$ cat src/rtl/seq_divider8.sv
`default_nettype none
// +------------------------------------------------------------------------+
// | seq_divider8 : sequential unsigned restoring divider, one bit per clock |
// | Revision 1.0                                                            |
// +------------------------------------------------------------------------+
module seq_divider8 #(
  parameter int WIDTH = 8
) (
  input  logic             clk,
  input  logic             reset_n,
  input  logic             start,
  input  logic [WIDTH-1:0] dividend,
  input  logic [WIDTH-1:0] divisor,
  output logic             busy,
  output logic             done,
  output logic [WIDTH-1:0] quotient,
  output logic [WIDTH-1:0] remainder,
  output logic             div_by_zero
);

  localparam int CW = (WIDTH > 1) ? $clog2(WIDTH) : 1;

  localparam logic [1:0] S_IDLE = 2'd0;
  localparam logic [1:0] S_RUN  = 2'd1;
  localparam logic [1:0] S_DONE = 2'd2;

  logic [1:0]       state_q, state_d;
  logic [WIDTH-1:0] qsh_q, qsh_d;
  logic [WIDTH-1:0] dvs_q, dvs_d;
  logic [WIDTH-1:0] rem_q, rem_d;
  logic [CW-1:0]    count_q, count_d;
  logic             zpend_q, zpend_d;
  logic [WIDTH-1:0] quotient_q, quotient_d;
  logic [WIDTH-1:0] remainder_q, remainder_d;
  logic             dbz_q, dbz_d;

  logic [WIDTH:0]   rem_shift;
  logic [WIDTH:0]   trial;
  logic             borrow;
  logic [WIDTH-1:0] rem_next;
  logic [WIDTH-1:0] qsh_next;
  logic             accept;

  // Trial subtraction by two's-complement addition; the top bit flags a borrow.
  always_comb begin
    rem_shift = {rem_q, qsh_q[WIDTH-1]};
    trial     = rem_shift + ~{1'b0, dvs_q} + (WIDTH+1)'(1);
    borrow    = trial[WIDTH];
    rem_next  = borrow ? rem_shift[WIDTH-1:0] : trial[WIDTH-1:0];
    qsh_next  = {qsh_q[WIDTH-2:0], ~borrow};
  end

  always_comb begin
    state_d     = state_q;
    qsh_d       = qsh_q;
    dvs_d       = dvs_q;
    rem_d       = rem_q;
    count_d     = count_q;
    zpend_d     = zpend_q;
    quotient_d  = quotient_q;
    remainder_d = remainder_q;
    dbz_d       = dbz_q;

    accept = start && !zpend_q && (state_q == S_IDLE || state_q == S_DONE);

    case (state_q)
      S_IDLE: begin
        // A zero divisor spends one idle cycle before reporting its result.
        if (zpend_q) begin
          quotient_d  = '1;
          remainder_d = qsh_q;
          dbz_d       = 1'b1;
          zpend_d     = 1'b0;
          state_d     = S_DONE;
        end
      end
      S_RUN: begin
        qsh_d   = qsh_next;
        rem_d   = rem_next;
        count_d = count_q + CW'(1);
        if (count_q == CW'(WIDTH-1)) begin
          quotient_d  = qsh_next;
          remainder_d = rem_next;
          state_d     = S_DONE;
        end
      end
      S_DONE:  state_d = S_IDLE;
      default: state_d = S_IDLE;
    endcase

    if (accept) begin
      qsh_d   = dividend;
      dvs_d   = divisor;
      rem_d   = '0;
      count_d = '0;
      dbz_d   = 1'b0;
      if (divisor == '0) begin
        zpend_d = 1'b1;
        state_d = S_IDLE;
      end else begin
        state_d = S_RUN;
      end
    end
  end

  always_ff @(posedge clk) begin
    if (!reset_n) begin
      state_q     <= S_IDLE;
      qsh_q       <= '0;
      dvs_q       <= '0;
      rem_q       <= '0;
      count_q     <= '0;
      zpend_q     <= 1'b0;
      quotient_q  <= '0;
      remainder_q <= '0;
      dbz_q       <= 1'b0;
    end else begin
      state_q     <= state_d;
      qsh_q       <= qsh_d;
      dvs_q       <= dvs_d;
      rem_q       <= rem_d;
      count_q     <= count_d;
      zpend_q     <= zpend_d;
      quotient_q  <= quotient_d;
      remainder_q <= remainder_d;
      dbz_q       <= dbz_d;
    end
  end

  assign busy        = (state_q == S_RUN);
  assign done        = (state_q == S_DONE);
  assign quotient    = quotient_q;
  assign remainder   = remainder_q;
  assign div_by_zero = dbz_q;

endmodule
`default_nettype wire
$ cat config.mk
export PLATFORM = sky130hd
export DESIGN_NAME = seq_divider8
export DESIGN_NICKNAME = d
export VERILOG_FILES = /design/src/rtl/seq_divider8.sv
export SDC_FILE = /design/constraint.sdc
export NUM_CORES = 1
export LEC_CHECK = 0
export CAP_MARGIN = 5
export CELL_PAD_IN_SITES_DETAIL_PLACEMENT = 1
export CELL_PAD_IN_SITES_GLOBAL_PLACEMENT = 2
export CORE_MARGIN = 3
export CORE_UTILIZATION = 30
export CTS_BUF_LIST = sky130_fd_sc_hd__clkbuf_2 sky130_fd_sc_hd__clkbuf_4 sky130_fd_sc_hd__clkbuf_8
export CTS_CLUSTER_SIZE = 25
export DETAILED_ROUTE_END_ITERATION = 10
export GPL_TIMING_DRIVEN = 0
export HOLD_SLACK_MARGIN = 0.08
export PLACE_DENSITY = 0.79
export SYNTH_ARGS = -nofsm -noshare
export SYNTH_HDL_FRONTEND = slang
export SYNTH_SLANG_ARGS = --single-unit
$ cat constraint.sdc
create_clock -name clk -period 2.65 [get_ports clk]
set_clock_uncertainty 0.15 [all_clocks]
set_input_delay 0.53 -clock clk [delete_from_list [all_inputs] [get_ports clk]]
set_output_delay 0.53 -clock clk [all_outputs]
set_load 0.03 [all_outputs]
* Yosys cells after proc, flatten, opt, wreduce, memory -nomap -nowiden
Cells that the tools add are included.
Widths: inputs -> output; s select.
** Cells by class
- $add $sub $neg :: 3
- Equal/unequal tests :: 7
- Muxes and demuxes :: 17
- Bitwise operators :: 3
- Reduce and logical (&&, ||, !) cells :: 12
** Operator list (number)
- $mux 8 :: 7
- $pmux 8 s2 :: 2
- $add 9x1->9 const B :: 1
- $add 9x9->9 :: 1
- $not 8->9 :: 1
- $logic_not 8->1 :: 1
- $mux 2 :: 3
- $mux 1 :: 4
- $pmux 2 s2 :: 1
- $reduce_and 2->1 :: 2
- $reduce_bool 2->1 :: 2
- $add 3x1->3 const B :: 1
- $eq 3x3->1 const B :: 1
- $ne 3x1->1 const B :: 1
- $ne 3x3->1 const B :: 1
- $reduce_and 3->1 :: 1
- $eq 2x1->1 const B :: 1
- $eq 2x2->1 const B :: 1
- $logic_and 1x1->1 :: 2
- $logic_not 2->1 :: 1
- $ne 2x1->1 const B :: 1
- $ne 2x2->1 const B :: 1
- $not 1->1 :: 2
- $reduce_or 2->1 :: 1
- other kinds (2) :: 2
** Storage, ports and cells
- Flip-flop bits (word level) :: 47
- Bits of input ports :: 19
- Logic and storage cells :: 51

* Logic depth before layout (Yosys ltp)
Gate-level depths: netlist of the first run.
- Depth in word-level cells :: 6
- Gate-level depth with buffers :: 10
- Gate-level depth less buffers :: 9

* Least setup slack after synthesis of the first run
No wires, ideal clock.
- Path type :: reg-to-reg
- From :: register qsh_q[7]
- To :: register remainder_q[0], in the netlist remainder[0]
- Library setup time :: 0.127 ns
- Arrival :: 2.297 ns
- Data required time :: 2.373 ns
- Setup slack :: 0.076 ns
- Stages on the path, launching flop included :: 11
- Clock period less this slack :: 2.574 ns
- Cells stage by stage :: dfxtp_1 > inv_1 > ha_1 > fa_1 > nand2b_1 > a211oi_1 > mux2i_1 > or2_1 > buf_6 > nor4_1 > or3_1
** Between the ends
- Longest elaborated chain between the ends :: 5
** RTL lines
- from (decl) :: RTL line 28 : logic [WIDTH-1:0] qsh_q, qsh_d;
- from (signal assigned) :: RTL line 119 : qsh_q <= qsh_d;
- $add 9x9->9 :: RTL line 47 : trial = rem_shift + ~{1'b0, dvs_q} + (WIDTH+1)'(1);
- $add 9x1->9 :: RTL line 47
- $mux 8 * :: RTL line 49 : rem_next = borrow ? rem_shift[WIDTH-1:0] : trial[WIDTH-1:0];
- $mux 8 * :: RTL line 81 : if (count_q == CW'(WIDTH-1)) begin
- $pmux 8 s2 * :: RTL line 66 : case (state_q)
- to (signal assigned) :: RTL line 125 : remainder_q <= remainder_d;
- to (decl) :: RTL line 34 : logic [WIDTH-1:0] remainder_q, remainder_d;
Every way passes the cells marked *; elsewhere a longest branch is shown, timed or not. The select of a mux whose other input is x is not followed.
A chain may end at the register's enable or synchronous reset.

* Final worst setup path of the first run
- From :: register qsh_q[7]
- To :: register remainder_q[1], in the netlist remainder[1]
** Between the ends
- Longest elaborated chain between the ends :: 5
** RTL lines (RTL line)
- $add 9x9->9 :: 47
- $add 9x1->9 :: 47
- $mux 8 :: 49
- $mux 8 :: 81
- $pmux 8 s2 :: 66
Every way passes these cells. The select of a mux whose other input is x is not followed.

==> flow_summary.html, run 1 <==
<table>
<tr><th>Metric</th><th>Value</th></tr>
<tr><th colspan="2">Run status</th></tr>
<tr><td>Result of the run</td><td>finished, final reports clean</td></tr>
<tr><th colspan="2">Clock network</th></tr>
<tr><td>Sinks on the clock net</td><td>47</td></tr>
<tr><td>Clock-pin slew on the worst setup and hold paths</td><td>100 ps</td></tr>
<tr><td>Clock Root Buffer</td><td>sky130_fd_sc_hd__clkbuf_8</td></tr>
<tr><td>Total clock buffers created by CTS</td><td>5</td></tr>
<tr><td>Clock Tree Buf Depth</td><td>2</td></tr>
<tr><td>Post-cts hold buffer count</td><td>0</td></tr>
<tr><td>TritonCTS clock tree</td><td>done</td></tr>
<tr><td>Clock latency reported for the late side of the worst-skew pair</td><td>310 ps</td></tr>
<tr><td>Number of H-tree branching levels</td><td>2</td></tr>
<tr><th colspan="2">GRT</th></tr>
<tr><td>Via count of the first global-routing pass</td><td>2,407</td></tr>
<tr><td>Combined global-route utilization of all metal layers</td><td>17.3%</td></tr>
<tr><td>Global-route wire length before repair</td><td>12,100 microns</td></tr>
<tr><td>Total grt overflow</td><td>0</td></tr>
<tr><td>Maximum number of pins on one net before global-route repair</td><td>17</td></tr>
<tr><td>Number of antenna violations at the first check in global routing</td><td>0</td></tr>
<tr><th colspan="2">Power</th></tr>
<tr><td>NetSw</td><td>600 uW</td></tr>
<tr><td>Peak VDD IR</td><td>0.307 mV</td></tr>
<tr><td>Internal power</td><td>1280 uW</td></tr>
<tr><td>Switching part of the total</td><td>31.9%</td></tr>
<tr><td>Total power of the final layout</td><td>1880 uW</td></tr>
<tr><td>Relative contribution of combinational cells to total power</td><td>29.7%</td></tr>
<tr><td>Clock Power Share</td><td>29.6%</td></tr>
<tr><td>Share of total power in sequential cells</td><td>40.7%</td></tr>
<tr><td>Pwr dens</td><td>587 nW/um^2</td></tr>
<tr><td>P_leak</td><td>0.00118 uW</td></tr>
<tr><th colspan="2">Die</th></tr>
<tr><td>Number of top-level pins</td><td>38</td></tr>
<tr><td>Standard-cell rows</td><td>32</td></tr>
<tr><td>Effective utilization at floorplan</td><td>31.3%</td></tr>
<tr><td>Chip width</td><td>96.2 microns</td></tr>
<tr><td>Die outline height</td><td>96.2 microns</td></tr>
<tr><td>Core Box Area</td><td>7810 sq um</td></tr>
<tr><td>Die ar.</td><td>9250 sq um</td></tr>
<tr><th colspan="2">Timing</th></tr>
<tr><td>Final critical-path share of the clock period</td><td>97.6%</td></tr>
<tr><td>Measured slew at the worst slew-check pin</td><td>624 ps</td></tr>
<tr><td>Unrepaired setup endpoints after global routing</td><td>yes</td></tr>
<tr><td>Max frequency</td><td>387 MHz</td></tr>
<tr><td>Final critical-path required period</td><td>2590 ps</td></tr>
<tr><td>Final max-slew violation count</td><td>0</td></tr>
<tr><td>Relative slew slack</td><td>58.3%</td></tr>
<tr><td>Total negative setup slack</td><td>0 ps</td></tr>
<tr><td>Final Hold Viols</td><td>0</td></tr>
<tr><td>Total setup violations reported at the end of the flow</td><td>0</td></tr>
<tr><th colspan="2">Critical path</th></tr>
<tr><td>Endpoint kind of the worst setup timing path</td><td>flop</td></tr>
<tr><td>Req. time, crit path</td><td>2700 ps</td></tr>
<tr><td>Setup crit start</td><td>qsh_q[7]$_SDFFE_PN0P_</td></tr>
<tr><td>Largest fanout of any net on the critical path</td><td>8</td></tr>
<tr><td>Worst R2R Start</td><td>qsh_q[7]$_SDFFE_PN0P_</td></tr>
<tr><td>Path type of the worst setup path</td><td>reg -&gt; reg</td></tr>
<tr><td>Type of origin of the critical path</td><td>flop</td></tr>
<tr><td>CP arrival</td><td>2630 ps</td></tr>
<tr><th colspan="2">Placed design</th></tr>
<tr><td>PortBufs</td><td>37</td></tr>
<tr><td>Total half-perimeter wirelength after legalization and detailed placement</td><td>5700 microns</td></tr>
<tr><td>Placement-stage cell area</td><td>2940 sq um</td></tr>
<tr><td>Cell count after placement</td><td>432</td></tr>
<tr><td>Final GP Congestion</td><td>0.834</td></tr>
<tr><th colspan="2">Final layout</th></tr>
<tr><td>Layout Cells excl Fill</td><td>445</td></tr>
<tr><td>Diodes inserted</td><td>0</td></tr>
<tr><td>Share of post-route cells with drive strength above 1</td><td>13.7%</td></tr>
<tr><td>Nets</td><td>372</td></tr>
<tr><td>Final std cell area, no fill</td><td>3200 sq um</td></tr>
<tr><td>Final cell utilization of the core</td><td>41.0%</td></tr>
<tr><td>Area delta synth-&gt;final</td><td>31.1%</td></tr>
<tr><th colspan="2">Synthesis</th></tr>
<tr><td>Number of storage elements in the synthesis netlist</td><td>47</td></tr>
<tr><td>Predominant post-synthesis flop cell</td><td>sky130_fd_sc_hd__dfxtp_1</td></tr>
<tr><td>Cell count after synthesis</td><td>293</td></tr>
<tr><td>Post-synth EDFFs</td><td>0</td></tr>
<tr><td>Total standard cell area after synthesis</td><td>2440 sq um</td></tr>
<tr><td>Post-Syn Area per Cell</td><td>8.33 sq um</td></tr>
<tr><td>Proportion of synthesized chip area in sequential cells</td><td>38.6%</td></tr>
<tr><td>Netlist cell types</td><td>44</td></tr>
<tr><td>Synth Net Count</td><td>323</td></tr>
<tr><td>Warnings, synthesis</td><td>0</td></tr>
<tr><td>Proportion of synthesized flip-flops having asynchronous set or reset</td><td>0%</td></tr>
<tr><th colspan="2">Route</th></tr>
<tr><td>Starting DRC count in detailed routing</td><td>95</td></tr>
<tr><td>Detailed-route via count</td><td>2,309</td></tr>
<tr><td>DR pass1 iterations</td><td>4</td></tr>
<tr><td>Overall routed net length</td><td>7550 microns</td></tr>
<tr><td>Post-detailed-route via-to-cell ratio</td><td>5.19</td></tr>
<tr><td>Post-route antenna net violation count</td><td>0</td></tr>
<tr><td># DRC</td><td>0</td></tr>
<tr><td>Routed length per placed instance</td><td>17.0 microns</td></tr>
<tr><th colspan="2">Min path</th></tr>
<tr><td>Hold path start</td><td>count_q[1]$_SDFFE_PP0P_</td></tr>
<tr><td>Class of the worst hold path</td><td>reg -&gt; reg</td></tr>
<tr><th colspan="2">Job</th></tr>
<tr><td>Max-cap violation count</td><td>0</td></tr>
</table>
## registers in the layout, summed over array words and instances, names as in the netlist
| signal | cells |
|---|---|
| div_by_zero | 1 |
| rem_q | 8 |
| count_q | 3 |
| zpend_q | 1 |
| remainder | 8 |
| quotient | 8 |
| state_q | 2 |
| dvs_q | 8 |
| qsh_q | 8 |
## power groups by stage
stage,clock network [uW],logic (uW),registers [uW]
2_1_floorplan,0,318,771
3_3_place_gp,0,447,778
3_5_place_dp,0,455,779
4_1_cts,571,511,762
5_1_grt,599,612,769
6_report,557,557,764
## per-stage QoR
step	hold WS, ps	setup WS, ps
4_1_cts	322	0.0924
2_1_floorplan	290	75.6
3_3_place_gp	299	-652
5_1_grt	346	-74.8
3_5_place_dp	308	-642
6_report	316	62.8
## cell usage in the layout (no fill, tap or decap), types with 4 or more instances in the layout
cell | synthesis | layout
sky130_fd_sc_hd__a21boi_0 | 9 | 9
sky130_fd_sc_hd__o221a_2 | 8 | 8
sky130_fd_sc_hd__nand3_1 | 7 | 7
sky130_fd_sc_hd__xnor2_1 | 4 | 4
sky130_fd_sc_hd__clkdlybuf4s50_1 | 0 | 36
sky130_fd_sc_hd__nand2_1 | 44 | 44
sky130_fd_sc_hd__or4_1 | 4 | 4
sky130_fd_sc_hd__ha_1 | 10 | 9
sky130_fd_sc_hd__a21oi_1 | 24 | 23
sky130_fd_sc_hd__inv_1 | 10 | 8
sky130_fd_sc_hd__clkbuf_1 | 11 | 9
sky130_fd_sc_hd__nor4_1 | 5 | 4
sky130_fd_sc_hd__a31oi_1 | 5 | 5
sky130_fd_sc_hd__nor2_1 | 14 | 14
sky130_fd_sc_hd__buf_4 | 0 | 7
sky130_fd_sc_hd__and2_1 | 4 | 4
sky130_fd_sc_hd__o21ai_0 | 22 | 20
sky130_fd_sc_hd__mux2i_1 | 8 | 6
sky130_fd_sc_hd__nand4_1 | 5 | 5
sky130_fd_sc_hd__o211ai_1 | 4 | 4
sky130_fd_sc_hd__dfxtp_1 | 47 | 45
sky130_fd_sc_hd__clkbuf_8 | 0 | 5
sky130_fd_sc_hd__nand2b_1 | 9 | 7
## metal layers
metal | routed length [microns] | global-route usage, % | vias up
li1 | - | - | 1156
met1 | 3600 | 22.5 | 1109
met2 | 3650 | 29.1 | 36
met3 | 202 | 2.97 | 8
met4 | 102 | 4.86 | 0
met5 | 0 | 0 | -
## synthesized netlist by cell type, types with 3 or more instances
cell                       number  area share [%]
sky130_fd_sc_hd__or4_1          4             1.2
sky130_fd_sc_hd__ha_1          10             5.1
sky130_fd_sc_hd__buf_6          3             1.4
sky130_fd_sc_hd__nor4_1         5             1.3
sky130_fd_sc_hd__o221a_2        8             3.7
sky130_fd_sc_hd__a31oi_1        5             1.3
sky130_fd_sc_hd__clkbuf_1      11             1.7
sky130_fd_sc_hd__nand3_1        7             1.4
sky130_fd_sc_hd__nor4b_1        3             1.1
sky130_fd_sc_hd__and2_1         4             1.0
sky130_fd_sc_hd__nand2b_1       9             2.3
sky130_fd_sc_hd__nand2_1       44             6.8
sky130_fd_sc_hd__nor2_1        14             2.2
sky130_fd_sc_hd__a21boi_0       9             2.8
sky130_fd_sc_hd__o211ai_1       4             1.2
sky130_fd_sc_hd__a21oi_1       24             4.9
sky130_fd_sc_hd__buf_1          3            0.46
sky130_fd_sc_hd__nand4_1        5             1.3
sky130_fd_sc_hd__mux2i_1        8             3.3
sky130_fd_sc_hd__inv_1         10             1.5
sky130_fd_sc_hd__dfxtp_1       47              39
sky130_fd_sc_hd__xnor2_1        4             1.4
sky130_fd_sc_hd__a211o_1        3             1.1
sky130_fd_sc_hd__o21ai_0       22             4.5
## critical path, stage by stage, from the launching register on
cell,delay [ps]
sky130_fd_sc_hd__dfxtp_2,360
sky130_fd_sc_hd__inv_2,60
sky130_fd_sc_hd__ha_4,150
sky130_fd_sc_hd__fa_2,330
sky130_fd_sc_hd__nand2b_4,170
sky130_fd_sc_hd__a211oi_4,230
sky130_fd_sc_hd__mux2i_2,270
sky130_fd_sc_hd__or2_1,150
sky130_fd_sc_hd__buf_6,170
sky130_fd_sc_hd__nor4_4,40
sky130_fd_sc_hd__or3_1,370
## final timing paths
| check | end | slack (ps) | cells after the start |
|---|---|---|---|
| worst max-delay path | remainder[1]$_SDFFE_PN0P_ | 60 | 10 |
| worst min-delay path | count_q[1]$_SDFFE_PP0P_ | 320 | 2 |
| worst max register to register | remainder[1]$_SDFFE_PN0P_ | 60 | 10 |
| worst min register to register | count_q[1]$_SDFFE_PP0P_ | 320 | 2 |
## area by class of cell
| type | instances | area (sq um) |
|---|---|---|
| fill | 952 | 4610 |
| tap | 102 | 128 |
| clock buffer | 5 | 68.8 |
| multi-input combinational | 216 | 1440 |
| buffer | 17 | 91.3 |
| inverter | 10 | 41.3 |
| clock inverter | 3 | 46.3 |
| timing repair buffer | 45 | 442 |
| sequential | 47 | 943 |
## cell families after synthesis
logic type | after synthesis | share of synthesized area (%)
adder cells (fa/ha/maj) | 11 | 5.95
multiplexers | 8 | 3.28
AO/OA/AOI/OAI | 89 | 24.2
XOR/XNOR | 4 | 1.44
buffers and inverters | 30 | 5.69
AND/OR/NAND/NOR | 104 | 20.9
flip-flops | 47 | 38.6
## repair_timing
item / in CTS / in global routing
gates resized for setup: 7 / 16
endpoints found under the setup margin: 18 / 19
buffers inserted: 6 / 2
pin swaps: 3 / 11
Note: power is estimated with default switching activity, not from simulation.
==> inputs of run 2 (changes only) <==
--- a/config.mk
+++ b/config.mk
@@ -10,11 +10,10 @@
 export CELL_PAD_IN_SITES_GLOBAL_PLACEMENT = 2
 export CORE_MARGIN = 3
 export CORE_UTILIZATION = 30
-export CTS_BUF_LIST = sky130_fd_sc_hd__clkbuf_2 sky130_fd_sc_hd__clkbuf_4 sky130_fd_sc_hd__clkbuf_8
+export CTS_BUF_LIST = sky130_fd_sc_hd__clkbuf_8
 export CTS_CLUSTER_SIZE = 25
 export DETAILED_ROUTE_END_ITERATION = 10
 export GPL_TIMING_DRIVEN = 0
-export HOLD_SLACK_MARGIN = 0.08
 export PLACE_DENSITY = 0.79
 export SYNTH_ARGS = -nofsm -noshare
 export SYNTH_HDL_FRONTEND = slang
==> results of run 2 <==
The final DEF is identical to that of run 1; final timing and power are the same.
==> inputs of run 3 (changes only) <==
--- a/config.mk
+++ b/config.mk
@@ -5,16 +5,17 @@
 export SDC_FILE = /design/constraint.sdc
 export NUM_CORES = 1
 export LEC_CHECK = 0
+export ABC_AREA = 1
 export CAP_MARGIN = 5
 export CELL_PAD_IN_SITES_DETAIL_PLACEMENT = 1
 export CELL_PAD_IN_SITES_GLOBAL_PLACEMENT = 2
 export CORE_MARGIN = 3
-export CORE_UTILIZATION = 30
+export CORE_UTILIZATION = 34
 export CTS_BUF_LIST = sky130_fd_sc_hd__clkbuf_8
 export CTS_CLUSTER_SIZE = 25
 export DETAILED_ROUTE_END_ITERATION = 10
 export GPL_TIMING_DRIVEN = 0
-export PLACE_DENSITY = 0.79
+export PLACE_DENSITY = 0.88
 export SYNTH_ARGS = -nofsm -noshare
 export SYNTH_HDL_FRONTEND = slang
 export SYNTH_SLANG_ARGS = --single-unit
==> constraint.sdc (replaced) <==
create_clock -name clk -period 3 [get_ports clk]
set_clock_uncertainty 0.15 [all_clocks]
set_input_delay 0.6 -clock clk [delete_from_list [all_inputs] [get_ports clk]]
set_output_delay 0.6 -clock clk [all_outputs]
set_load 0.03 [all_outputs]
==> run 3 against run 2 <==
Net effect: global-route usage up 0.53 points; routed wire length is 7.4% lower; die area shrank 10%; worst hold slack improved by 0.84 ps; via count is 1.4% lower; count of clock-buffer cells in the layout grew 1; largest power group unchanged.
==> flow_summary.html, run 3 <==
<table>
<tr><th>Metric</th><th>Value</th></tr>
<tr><th colspan="2">Clock network</th></tr>
<tr><td>TritonCTS clock tree</td><td>done</td></tr>
<tr><td>Number of H-tree branching levels</td><td>2 (unchanged)</td></tr>
<tr><td>Clock-pin slew on the worst setup and hold paths</td><td>90 ps (about the same)</td></tr>
<tr><td>Clock Tree Buf Depth</td><td>2 (unchanged)</td></tr>
<tr><td>Clock Root Buffer</td><td>sky130_fd_sc_hd__clkbuf_8</td></tr>
<tr><td>Sinks on the clock net</td><td>47 (unchanged)</td></tr>
<tr><td>Total clock buffers created by CTS</td><td>5 (unchanged)</td></tr>
<tr><td>Post-cts hold buffer count</td><td>0 (unchanged)</td></tr>
<tr><td>Post-CTS setup buffer count</td><td>0 (-6)</td></tr>
<tr><td># resized after CTS</td><td>0 (-7)</td></tr>
<tr><td>Clock latency reported for the late side of the worst-skew pair</td><td>300 ps (about the same)</td></tr>
<tr><th colspan="2">Synthesis</th></tr>
<tr><td>Leading post-synthesis cells by cell area</td><td>sky130_fd_sc_hd__dfxtp_1 38%, sky130_fd_sc_hd__nand2_1 12%, sky130_fd_sc_hd__inv_1 6.6%</td></tr>
<tr><td>Total standard cell area after synthesis</td><td>2460 sq um (+0.77%)</td></tr>
<tr><td>Number of storage elements in the synthesis netlist</td><td>47 (unchanged)</td></tr>
<tr><td>Netlist cell types</td><td>35 (-20%)</td></tr>
<tr><td>Proportion of synthesized flip-flops having asynchronous set or reset</td><td>0% (unchanged)</td></tr>
<tr><td>Ranking of synthesized cells by instance count</td><td>81 x sky130_fd_sc_hd__nand2_1, 47 x sky130_fd_sc_hd__dfxtp_1, 43 x sky130_fd_sc_hd__inv_1, 28 x sky130_fd_sc_hd__a21oi_1, 27 x sky130_fd_sc_hd__o21ai_0</td></tr>
<tr><td>Proportion of synthesized chip area in sequential cells</td><td>38.3% (-0.29 points)</td></tr>
<tr><td>Post-Syn Area per Cell</td><td>7.41 sq um (-11%)</td></tr>
<tr><td>Cell with the most instances after synthesis</td><td>sky130_fd_sc_hd__nand2_1</td></tr>
<tr><td>Predominant post-synthesis flop cell</td><td>sky130_fd_sc_hd__dfxtp_1</td></tr>
<tr><td>Cell accounting for the most synthesized area</td><td>sky130_fd_sc_hd__dfxtp_1</td></tr>
<tr><td>Portion of synthesized cell area occupied by the leading cell type</td><td>38.3% (-0.29 points)</td></tr>
<tr><td>Post-synth EDFFs</td><td>0 (unchanged)</td></tr>
<tr><td>Synth Net Count</td><td>362 (+12%)</td></tr>
<tr><td>Cell count after synthesis</td><td>332 (+13%)</td></tr>
<tr><td>Warnings, synthesis</td><td>0 (unchanged)</td></tr>
<tr><th colspan="2">Timing</th></tr>
<tr><td>Measured slew at the worst slew-check pin</td><td>574 ps (-50.4 ps)</td></tr>
<tr><td>Unrepaired setup endpoints after global routing</td><td>no</td></tr>
<tr><td>Max frequency</td><td>371 MHz</td></tr>
<tr><td>Final critical-path share of the clock period</td><td>89.8%</td></tr>
<tr><td>Final max-slew violation count</td><td>0 (unchanged)</td></tr>
<tr><td>Relative slew slack</td><td>61.7% (+3.4 points)</td></tr>
<tr><td>Total setup violations reported at the end of the flow</td><td>0 (unchanged)</td></tr>
<tr><td>Final Hold Viols</td><td>0 (unchanged)</td></tr>
<tr><td>Total negative setup slack</td><td>0 ps (unchanged)</td></tr>
<tr><td>Final critical-path required period</td><td>2690 ps</td></tr>
<tr><th colspan="2">GRT</th></tr>
<tr><td>Combined global-route utilization of all metal layers</td><td>17.8% (+0.53 points)</td></tr>
<tr><td>Global-route wire length before repair</td><td>11,800 microns (-2.3%)</td></tr>
<tr><td>Number of antenna violations at the first check in global routing</td><td>0 (unchanged)</td></tr>
<tr><td>Via count of the first global-routing pass</td><td>2,372 (-1.5%)</td></tr>
<tr><td>Maximum number of pins on one net before global-route repair</td><td>16 (-1)</td></tr>
<tr><td>Total grt overflow</td><td>0 (unchanged)</td></tr>
<tr><th colspan="2">Die</th></tr>
<tr><td>Effective utilization at floorplan</td><td>35.6% (+4.3 points)</td></tr>
<tr><td>Standard-cell rows</td><td>30 (-6.3%)</td></tr>
<tr><td>Core Box Area</td><td>6910 sq um (-12%)</td></tr>
<tr><td>Number of top-level pins</td><td>38 (unchanged)</td></tr>
<tr><td>Die ar.</td><td>8290 sq um (-10%)</td></tr>
<tr><td>Chip width</td><td>91.0 microns (-5.3%)</td></tr>
<tr><td>Die outline height</td><td>91.0 microns (-5.3%)</td></tr>
<tr><th colspan="2">Final layout</th></tr>
<tr><td>Nets</td><td>406 (+9.1%)</td></tr>
<tr><td>Diodes inserted</td><td>0 (unchanged)</td></tr>
<tr><td>Number of filler instances in the final layout</td><td>884 (-7.1%)</td></tr>
<tr><td>Share of post-route cells with drive strength above 1</td><td>11.9% (-1.8 points)</td></tr>
<tr><td>Commonest non-fill, non-tap cell in the layout</td><td>sky130_fd_sc_hd__nand2_1</td></tr>
<tr><td>Area delta synth-&gt;final</td><td>23.9%</td></tr>
<tr><td>Reg area</td><td>941 sq um (-0.27%)</td></tr>
<tr><td>Area of combinational cells with multiple inputs</td><td>1290 sq um (-11%)</td></tr>
<tr><td>Most used cells in the layout excluding fill and tap cells</td><td>81 x sky130_fd_sc_hd__nand2_1, 47 x sky130_fd_sc_hd__dfxtp_1, 43 x sky130_fd_sc_hd__inv_1</td></tr>
<tr><th colspan="2">Critical path</th></tr>
<tr><td>Req. time, crit path</td><td>2250 ps (-450 ps)</td></tr>
<tr><td>Endpoint kind of the worst setup timing path</td><td>output port</td></tr>
<tr><td>CP arrival</td><td>1940 ps (-690 ps)</td></tr>
<tr><td>Endpoint of the lowest-slack register-to-register path</td><td>rem_q[5]$_SDFFE_PP0P_</td></tr>
<tr><td>Register-to-Register Path Depth</td><td>13 (+3)</td></tr>
<tr><td>Worst R2R Start</td><td>qsh_q[7]$_SDFFE_PN0P_</td></tr>
<tr><td>Setup slack of the most critical reg-to-reg path</td><td>700 ps (+640 ps)</td></tr>
<tr><td>Path type of the worst setup path</td><td>reg -&gt; out</td></tr>
<tr><td>Type of origin of the critical path</td><td>flop</td></tr>
<tr><td>Largest fanout of any net on the critical path</td><td>10 (+2)</td></tr>
<tr><th colspan="2">Power</th></tr>
<tr><td>Total power of the final layout</td><td>1490 uW (-21%)</td></tr>
<tr><td>P_leak</td><td>0.00135 uW (+14%)</td></tr>
<tr><td>Pwr dens</td><td>488 nW/um^2 (-17%)</td></tr>
<tr><td>Peak VDD IR</td><td>0.248 mV (-19%)</td></tr>
<tr><th colspan="2">Route</th></tr>
<tr><td>Post-detailed-route via-to-cell ratio</td><td>4.81 (-7.3%)</td></tr>
<tr><td>Detailed-route via count</td><td>2,276 (-1.4%)</td></tr>
<tr><td>Starting DRC count in detailed routing</td><td>75 (-21%)</td></tr>
<tr><td>Overall routed net length</td><td>6990 microns (-7.4%)</td></tr>
<tr><td>Routed length per placed instance</td><td>14.8 microns (-13%)</td></tr>
<tr><td>DR pass1 iterations</td><td>4 (unchanged)</td></tr>
<tr><td># DRC</td><td>0 (unchanged)</td></tr>
<tr><td>Post-route antenna net violation count</td><td>0 (unchanged)</td></tr>
<tr><th colspan="2">Placed design</th></tr>
<tr><td>PortBufs</td><td>37 (unchanged)</td></tr>
<tr><td>Final GP Congestion</td><td>0.817 (-2.0%)</td></tr>
<tr><td>Total half-perimeter wirelength after legalization and detailed placement</td><td>5490 microns (-3.7%)</td></tr>
<tr><th colspan="2">Run status</th></tr>
<tr><td>Result of the run</td><td>finished, final reports clean</td></tr>
<tr><th colspan="2">Min path</th></tr>
<tr><td>Hold path start</td><td>dvs_q[4]$_SDFFE_PN0N_</td></tr>
<tr><td>Class of the worst hold path</td><td>reg -&gt; reg</td></tr>
<tr><td>Endpoint of the worst hold-timing path</td><td>dvs_q[4]$_SDFFE_PN0N_</td></tr>
<tr><td>Number of cells on the worst hold path</td><td>2 (unchanged)</td></tr>
<tr><th colspan="2">Job</th></tr>
<tr><td>Max-cap violation count</td><td>0 (unchanged)</td></tr>
</table>
[run 3: area by class of cell]
| cell class | instances | share of cell area (%) |
|---|---|---|
| Buffer | 13 | 1.93 |
| Clock buffer | 6 | 2.71 |
| Clock inverter | 2 | 0.452 |
| Inverter | 46 | 5.67 |
| Multi-Input combinational cell | 226 | 42.2 |
| Sequential cell | 47 | 30.9 |
| Tap cell | 96 | 3.94 |
| Timing Repair Buffer | 37 | 12.2 |
[run 3: worst max-delay path, cell delays in order, from the launching register on]
cell and delay (ps):
sky130_fd_sc_hd__dfxtp_1 430, sky130_fd_sc_hd__inv_2 70, sky130_fd_sc_hd__nor2_4 120, sky130_fd_sc_hd__buf_2 290, sky130_fd_sc_hd__clkdlybuf4s50_1 730
[run 3: logic make-up after synthesis]
logic type	Yosys count	synth area share, %
XOR/XNOR	2	0.713
AND/OR/NAND/NOR	140	28.2
AO/OA/AOI/OAI	73	17.5
buffers and inverters	59	9.41
adder cells (fa/ha/maj)	11	5.90
flip-flops	47	38.3
[run 3: power by group]
group | switching (uW) | total (uW) | leakage [uW] | internal [uW]
Clock | 226 | 414 | 0.0000516 | 189
Combinational | 253 | 401 | 0.000912 | 148
Sequential | 19.7 | 672 | 0.000383 | 652
[run 3: worst max path at each step]
stage | slack (ps) | cells past startpoint | start | to
6_report | 310 | 4 | state_q[0]$_SDFFE_PN0P_ | busy
5_1_grt | 190 | 4 | state_q[0]$_SDFFE_PN0P_ | busy
4_1_cts | 290 | 4 | state_q[0]$_SDFFE_PN0P_ | busy
3_5_place_dp | 620 | 4 | state_q[0]$_SDFFE_PN0P_ | busy
3_3_place_gp | 660 | 7 | start | qsh_q[2]$_SDFFE_PN0P_
2_1_floorplan | 1010 | 13 | qsh_q[7]$_SDFFE_PN0P_ | rem_q[5]$_SDFFE_PP0P_
[run 3: routing by layer]
metal / up-vias / global-route usage [%] / wire (microns)
met1: 1068 / 24.5 / 3460
met3: 4 / 3.23 / 164
met5: - / 0 / 0
li1: 1178 / - / -
met4: 0 / 3.02 / 30
met2: 26 / 29.4 / 3330
[run 3: metrics by stage]
stage               setup slack (ps)  hold WS, ps  util (%)  cell area, sq um  cells
detailed placement               621          313      42.7              2950    465
global placement                 661          305      42.7              2950    465
floorplan                       1010          285         -              2460    332
CTS                              290          326      44.1              3050    473
global route                     187          346      44.1              3050    473
finish                           306          317      44.1              3050    473
